**config.mk**
```make
export PLATFORM = sky130hd
export DESIGN_NAME = asyn_fifo
export DESIGN_NICKNAME = d
export VERILOG_FILES = /design/src/rtl/asyn_fifo_pkg.sv /design/src/rtl/asyn_fifo_mem.sv /design/src/rtl/asyn_fifo.sv
export SDC_FILE = /design/constraint.sdc
export NUM_CORES = 1
export LEC_CHECK = 0
export BUFFER_PORTS_ARGS = -buffer_cell sky130_fd_sc_hd__clkbuf_2
export CORE_UTILIZATION = 51
export CTS_CLUSTER_DIAMETER = 60
export CTS_CLUSTER_SIZE = 8
export DETAILED_ROUTE_END_ITERATION = 8
export PLACE_DENSITY_LB_ADDON = 0.05
export SLEW_MARGIN = 5
export SYNTH_ARGS = -nofsm -noshare
export SYNTH_HDL_FRONTEND = slang
export SYNTH_HIERARCHICAL = 1
export SYNTH_SLANG_ARGS = --single-unit
export TNS_END_PERCENT = 30
```
**constraint.sdc**
```tcl
create_clock -name clk -period 3.3 [get_ports clk]
set_input_delay 0.66 -clock clk [delete_from_list [all_inputs] [get_ports clk]]
set_output_delay 0.66 -clock clk [all_outputs]
set_load 0.02 [all_outputs]
```
**src/rtl/asyn_fifo_pkg.sv**
```systemverilog
// Shared defaults for asyn_fifo: word width, depth and pointer-width derivation.
package asyn_fifo_pkg;

  localparam int unsigned FIFO_WIDTH = 8;
  localparam int unsigned FIFO_DEPTH = 16;

  // Memory index width; pointers carry one extra wrap bit on top of this.
  function automatic int unsigned fifo_addr_w(input int unsigned depth);
    return $clog2(depth);
  endfunction

endpackage

```
**src/rtl/asyn_fifo_mem.sv**
```systemverilog
// DEPTH x WIDTH register array with synchronous write and a registered read port.
// Latency: rd_data updates 1 cycle after the edge with rd_en; holds otherwise.
// Backpressure: none; the caller only issues accepted reads and writes.
module asyn_fifo_mem
  import asyn_fifo_pkg::*;
#(
  parameter int unsigned WIDTH  = FIFO_WIDTH,
  parameter int unsigned DEPTH  = FIFO_DEPTH,
  parameter int unsigned ADDR_W = fifo_addr_w(DEPTH)
) (
  input  logic              clk,
  input  logic              rst,
  input  logic              wr_en,
  input  logic [ADDR_W-1:0] wr_addr,
  input  logic [WIDTH-1:0]  wr_data,
  input  logic              rd_en,
  input  logic [ADDR_W-1:0] rd_addr,
  output logic [WIDTH-1:0]  rd_data
);

  logic [WIDTH-1:0] mem_q [DEPTH];
  logic [WIDTH-1:0] mem_d [DEPTH];
  logic [WIDTH-1:0] rd_data_q;
  logic [WIDTH-1:0] rd_data_d;

  always_comb begin
    mem_d = mem_q;
    if (wr_en) begin
      mem_d[wr_addr] = wr_data;
    end
  end

  always_comb begin
    rd_data_d = rd_data_q;
    if (rd_en) begin
      rd_data_d = mem_q[rd_addr];
    end
  end

  // Storage is deliberately left uninitialised by reset.
  always_ff @(posedge clk) begin
    mem_q <= mem_d;
  end

  always_ff @(posedge clk) begin
    if (rst) begin
      rd_data_q <= '0;
    end else begin
      rd_data_q <= rd_data_d;
    end
  end

  assign rd_data = rd_data_q;

endmodule

```
**src/rtl/asyn_fifo.sv**
```systemverilog
// Single-clock FIFO with full/empty flags and error flags; FIFO_STICKY_ERR_EN makes errors latch until rst.
// Latency: read_data 1 cycle after an accepted read; no fall-through when empty.
// Backpressure: writes dropped when full (write_error), reads ignored when empty (read_error).
module asyn_fifo
  import asyn_fifo_pkg::*;
#(
  parameter int unsigned WIDTH = FIFO_WIDTH,
  parameter int unsigned DEPTH = FIFO_DEPTH
) (
  input  logic             clk,
  input  logic             rst,
  input  logic             write_en,
  input  logic             read_en,
  input  logic [WIDTH-1:0] write_data,
  output logic [WIDTH-1:0] read_data,
  output logic             full,
  output logic             empty,
  output logic             read_error,
  output logic             write_error
);

  localparam int unsigned ADDR_W = fifo_addr_w(DEPTH);
  localparam logic [ADDR_W:0] PTR_ONE = {{ADDR_W{1'b0}}, 1'b1};

  logic [ADDR_W:0] wr_ptr_q, wr_ptr_d;
  logic [ADDR_W:0] rd_ptr_q, rd_ptr_d;
  logic            rd_err_q, rd_err_d;
  logic            wr_err_q, wr_err_d;
  logic            wr_acc;
  logic            rd_acc;

  assign empty = (wr_ptr_q == rd_ptr_q);
  assign full  = (wr_ptr_q[ADDR_W] != rd_ptr_q[ADDR_W]) &&
                 (wr_ptr_q[ADDR_W-1:0] == rd_ptr_q[ADDR_W-1:0]);

  assign wr_acc = write_en & ~full;
  assign rd_acc = read_en & ~empty;

  always_comb begin
    wr_ptr_d = wr_ptr_q;
    rd_ptr_d = rd_ptr_q;
    if (wr_acc) begin
      wr_ptr_d = wr_ptr_q + PTR_ONE;
    end
    if (rd_acc) begin
      rd_ptr_d = rd_ptr_q + PTR_ONE;
    end
  end

  always_comb begin
`ifdef FIFO_STICKY_ERR_EN
    rd_err_d = rd_err_q | (read_en & empty);
    wr_err_d = wr_err_q | (write_en & full);
`else
    rd_err_d = read_en & empty;
    wr_err_d = write_en & full;
`endif
  end

  always_ff @(posedge clk) begin
    if (rst) begin
      wr_ptr_q <= '0;
      rd_ptr_q <= '0;
      rd_err_q <= 1'b0;
      wr_err_q <= 1'b0;
    end else begin
      wr_ptr_q <= wr_ptr_d;
      rd_ptr_q <= rd_ptr_d;
      rd_err_q <= rd_err_d;
      wr_err_q <= wr_err_d;
    end
  end

  asyn_fifo_mem #(
    .WIDTH  (WIDTH),
    .DEPTH  (DEPTH),
    .ADDR_W (ADDR_W)
  ) u_mem (
    .clk     (clk),
    .rst     (rst),
    .wr_en   (wr_acc),
    .wr_addr (wr_ptr_q[ADDR_W-1:0]),
    .wr_data (write_data),
    .rd_en   (rd_acc),
    .rd_addr (rd_ptr_q[ADDR_W-1:0]),
    .rd_data (read_data)
  );

  assign read_error  = rd_err_q;
  assign write_error = wr_err_q;

endmodule

```
### After elaboration in Yosys (flattened, before gate mapping)

Cells that the tools add are included.

* multiplexer cells: 6
* equal/unequal tests: 3
* add/subtract/negate cells: 2
* order comparisons: 3
* bitwise gates (word level): 8
* reduce and logical (&&, ||, !) cells: 2

Operators by type and width (number)
* bitwise mux 128 bit: 1
* binary-select mux 8 bit (select 4 bit): 1
* demux 8 bit (select 4 bit): 1
* 2-to-1 mux 8 bit: 3
* adder 5 x 1 -> 5 bit (second input constant): 2
* greater-or-equal comparator 5 bit (second input constant): 2
* inverter 4 -> 5 bit: 2
* == test 5 bit: 1
* < comparator 5 x 1 -> 1 bit (second input constant): 1
* bitwise AND 1 bit: 4
* == test 4 bit: 1
* logical AND 1 bit: 2
* inverter 1 bit: 2
* inequality test 1 bit: 1

* output and inout port bits: 12
* input bits: 12
* word-level logic and storage cells: 45
* bits in registers: 148

### Depth between registers and ports, before layout

* depth after elaboration: 6
* mapped depth: 8
* gate-level depth less buffers: 7

### Cells and area by module

Netlist, hierarchy kept.

By module, submodules not included
* asyn_fifo_mem: instances 1, area each 5366.4 um^2, sequential area each 4003.8 um^2, cells each 321
* asyn_fifo: instances 1, area each 698.2 um^2, sequential area each 240.2 um^2, cells each 76

### Least setup slack after synthesis

No wires, ideal clock.

* path type: reg2reg
* start point: register wr_ptr_q[1]
* end point: register u_mem/mem_q[112] in the netlist's numbering, enable pin
* path buffers: 1
* required time: 2.905 ns
* clock period less this slack: 2.432 ns
* cell stages (with the launch flop): 7
* data arrival time: 2.037 ns
* library setup time: 0.395 ns
* slack: 0.868 ns
* cell sequence: dfxtp_1 > xnor2_1 > and4_4 > buf_6 > a21boi_4 > nand2_1 > nor4_1

* longest elaborated chain between the ends: 4

RTL lines
* start: declaration: RTL line asyn_fifo.sv:25 `logic [ADDR_W:0] wr_ptr_q, wr_ptr_d;`
* start signal: assignment: RTL line asyn_fifo.sv:67 `wr_ptr_q <= wr_ptr_d;`
* == test 4 bit: RTL line asyn_fifo.sv:34 `(wr_ptr_q[ADDR_W-1:0] == rd_ptr_q[ADDR_W-1:0]);`
* logical AND 1 bit: RTL line asyn_fifo.sv:33 `assign full = (wr_ptr_q[ADDR_W] != rd_ptr_q[ADDR_W]) &&`
* inverter 1 bit: RTL line asyn_fifo.sv:36 `assign wr_acc = write_en & ~full;`
* bitwise AND 1 bit: RTL line asyn_fifo.sv:36
* via wr_acc: RTL line asyn_fifo.sv:29 `logic wr_acc;`
* end signal: assignment: RTL line asyn_fifo_mem.sv:42 `mem_q <= mem_d;`
* end: declaration: RTL line asyn_fifo_mem.sv:21 `logic [WIDTH-1:0] mem_q [DEPTH];`

The timed path passes the listed nets, and every way through them passes these cells.
A chain may end at the register's enable or synchronous reset.

### Worst setup path in the final report

* start point: register wr_ptr_q[2]
* end point: output empty

* longest elaborated chain between the ends: 1

RTL lines
* == test 5 bit: RTL line asyn_fifo.sv:32 `assign empty = (wr_ptr_q == rd_ptr_q);`
* end: declaration: RTL line asyn_fifo.sv:17 `output logic empty,`

Every way passes these cells.

==> flow_summary.json <==
{
  "status": "finished, violations left",
  "violations_in_the_final_reports": "design-rule violations",
  "diodes": 0,
  "synth_top_family_by_area": "multiplexers",
  "worstSkewPairLatency_ps": 420,
  "global_route.overflow_total": 0,
  "worstHoldPathType": "reg2reg",
  "gpl.final_weighted_congestion": 0.7952,
  "antenna_left": 0,
  "die_area_um2": 12330,
  "power.density_cell_area_nw_per_um2": 621.8,
  "setup.reg_to_reg.worst_slack_ps": 650,
  "place_inst": 560,
  "layout-area-overhead-vs-synth_pct": 13.58,
  "dp.final_hpwl_um": 7892,
  "slew-limit-headroom_pct": 33.81,
  "rows": 39,
  "cp-end-kind": "output port",
  "ys_ff_latch": 148,
  "slowest_stage": "dfxtp_1",
  "vias_per_cell": 5.736,
  "final-max-slew-violation-count": 0,
  "dr_total_vias": 3396,
  "post_route_cells_drive_above_1_share_pct": 16.93,
  "die_w_um": 111.0,
  "start_util_pct": 52.66,
  "cts_root_buffer": "clkbuf_16",
  "min-delay-start": "u_mem/rd_data[6]",
  "timing.setup.critical_path_class": "reg2out",
  "core_area_um2": 11520,
  "crit_path_max_incr_delay_ps": 680,
  "final_net_count": 450,
  "post-route-min-period_ps": 2688,
  "holdBufCountCts": 0,
  "tritoncts_num_sinks": 148,
  "crit_chain": "xnor2_1 -> and4_4 -> nand2_1 -> inv_1 -> clkbuf_2",
  "post_synth_fa_ha_maj_area_fraction_pct": 0.4126,
  "numCtsBuffers": 17,
  "timing.rr.start": "wr_ptr_q[2]",
  "grt_util_all_layers_pct": 21.47,
  "cts_resized": 0,
  "drt_first_iter_violations": 261,
  "finalSetupViolations": 0,
  "drcViolationCount": 11,
  "grt_pass1_vias": 3389,
  "final_design_utilization_pct": 59.81,
  "vertical_die_dimension_um": 111.0,
  "setup-tns-final_ps": 0,
  "min_period_over_period_pct": 81.45,
  "synthesis.nets": 411,
  "detailed_route_wl_um": 12320,
  "tritoncts_clock_tree": "yes",
  "library_cells_used_by_synthesis": 38,
  "finalClockSkew_ps": 8.280,
  "post_synth_inst_count": 397,
  "detail_route.first_pass.iterations": 7,
  "critical_path_rt_ps": 2640,
  "power.ir.vdd_worst_mv": 0.2910,
  "cts_buffer_depth": 2,
  "io_pins": 24,
  "timing.hold.worst_endpoint": "u_mem/rd_data[6]",
  "post_drt_wl_per_cell_um": 20.81,
  "hold-path-cell-count": 2,
  "worst_r2r_path_depth": 6,
  "unrepaired_setup_endpoints_after_global_routing": "false",
  "postSynthAreaPerCell_um2": 15.28,
  "transition_at_the_pin_with_the_smallest_max_transition_slack_ps": 991.9,
  "layoutNonFillerInstCount": 592,
  "htree_levels": 4,
  "synthXorXnorAreaFrac_pct": 0.8665,
  "antenna_found_initial": 0,
  "worst-endpoint-arrival_ps": 2030,
  "clk_pin_slew_worst_paths_ps": 60,
  "cp-startpoint": "wr_ptr_q[2]",
  "number_of_warnings_reported_in_the_yosys_synthesis_log": 6,
  "synth_mux_area_share_pct": 11.88,
  "grt_pass1_wl_um": 19060,
  "largest_net_degree_at_the_start_of_global_routing": 45,
  "fmax_mhz": 372.1,
  "power_leakage_nw": 2.241,
  "synthSimpleGateAreaFrac_pct": 8.211,
  "share_of_the_yosys_chip_area_belonging_to_registers_pct": 69.98,
  "r2r-end": "u_mem/mem_q[28]",
  "postCtsSetupRepairBufs": 0,
  "hold_violations_final": 0,
  "crit_fanout": 16,
  "area_fraction_in_compound_gates_after_synthesis_pct": 5.550,
  "maxCapViolCount": 0,
  "startpoint_type": "register",
  "port_buffers": 23,
  "mappedNetlistArea_um2": 6065
}
-- report_power, final --
part	internal (mW)	switching, mW	total [mW]
Combinational	0.110	0.222	0.333
Clock	1.11	0.719	1.82
Sequential	2.08	0.0429	2.13
-- worst max path at each step --
stage / slack, ps / cells past startpoint / to
after floorplan: 870 / 6 / u_mem/mem_q[112]
after global placement: 840 / 6 / u_mem/mem_q[13]
after detailed placement: 720 / 6 / u_mem/mem_q[28]
after CTS: 610 / 5 / empty
after global routing: 480 / 6 / u_mem/mem_q[31]
final: 610 / 5 / empty
-- stage by stage --
step	instance area (µm²)	total power [mW]	hold slack [ps]	worst slack, ps
CTS	6888	4.312	459.1	611.7
global route	6888	4.417	482.6	477.6
finish	6888	4.283	457.0	612.2
floorplan	6065	2.382	516.5	867.9
global placement	6319	2.492	439.6	836.6
detailed placement	6319	2.499	445.9	721.4
-- synth_stat cells --
| cell | instances | share of area (%) |
|---|---|---|
| edfxtp_1 | 128 | 63 |
| nor3b_2 | 1 | 0.21 |
| o211ai_1 | 1 | 0.12 |
| clkbuf_1 | 3 | 0.19 |
| and3_1 | 1 | 0.10 |
| nand3_1 | 27 | 2.2 |
| buf_2 | 7 | 0.58 |
| mux2i_1 | 66 | 11 |
| nor4_1 | 3 | 0.31 |
| a211o_1 | 1 | 0.14 |
| nand3b_1 | 1 | 0.12 |
| nor2b_1 | 8 | 0.83 |
| ha_1 | 2 | 0.41 |
| inv_1 | 6 | 0.37 |
| mux2_1 | 4 | 0.74 |
| a22oi_1 | 24 | 3.0 |
| a21oi_4 | 1 | 0.27 |
| xnor2_1 | 5 | 0.72 |
| nor3_1 | 9 | 0.74 |
| xor2_1 | 1 | 0.14 |
| a211oi_1 | 1 | 0.12 |
| nor2_1 | 14 | 0.87 |
| nand2_1 | 25 | 1.5 |
| o21ai_0 | 2 | 0.17 |
| buf_6 | 3 | 0.56 |
| buf_8 | 3 | 0.74 |
| a311o_1 | 1 | 0.17 |
| nand2b_1 | 3 | 0.31 |
| nand4_1 | 5 | 0.52 |
| a21oi_1 | 12 | 0.99 |
| a21boi_4 | 1 | 0.31 |
| o311ai_1 | 2 | 0.29 |
| and4_1 | 1 | 0.14 |
| buf_12 | 2 | 0.66 |
| and4_4 | 1 | 0.19 |
| dfxtp_1 | 20 | 6.6 |
| mux2_4 | 1 | 0.25 |
| and2_1 | 1 | 0.10 |
-- cell type report --
type	instances	area (µm²)
Timing Repair Buffer	38	227.7
Fill cell	870	4628
Sequential cell	148	4248
Clock buffer	19	432.9
Multi-Input combinational cell	225	1642
Inverter	6	22.52
Clock inverter	13	136.4
Tap cell	143	178.9
-- metal layers --
metal / global-route usage, % / share of wire (%) / routed length (µm) / up-vias
li1: - / - / - / 1613
met1: 26.91 / 44 / 5478 / 1688
met2: 35.47 / 50 / 6136 / 77
met3: 4.429 / 3.7 / 455 / 18
met4: 10.99 / 2.0 / 248 / 0
met5: 0 / 0 / 0 / -
-- cells by family (layout without fill, tap and decap cells) --
group / after synthesis / count (layout)
DFF: 148 / 148
buffers and inverters: 24 / 76
AOI/OAI and AO/OA: 46 / 46
and+or+nand+nor: 100 / 100
muxes: 71 / 71
xor gates and xnor gates: 6 / 6
adders and majority gates: 2 / 2
-- layout by cell type (no fill, tap or decap), drive strengths merged, types with 2 or more instances in the layout --
cell type / n
a21oi: 13
a22oi: 24
and4: 2
buf: 15
bufinv: 2
clkbuf: 42
clkinv: 4
clkinvlp: 7
dfxtp: 20
edfxtp: 128
ha: 2
inv: 6
mux2: 5
mux2i: 66
nand2: 25
nand2b: 3
nand3: 27
nand4: 5
nor2: 14
nor2b: 8
nor3: 9
nor4: 3
o21ai: 2
o311ai: 2
xnor2: 5
-- flip-flops by register name, indices dropped and copies added, names as in the netlist --
register and count:
rd_ptr_q 5, u_mem/rd_data 8, u_mem/mem_q 128, read_error 1
write_error 1, wr_ptr_q 5
-- critical path, delay by kind of cell, from the launching register on --
kind / cells / cell delay [ps]
xor gates and xnor gates: 1 / 210
buffers and inverters: 2 / 250
DFF: 1 / 680
and+or+nand+nor: 2 / 450
Note: power is estimated with default switching activity, not from simulation.
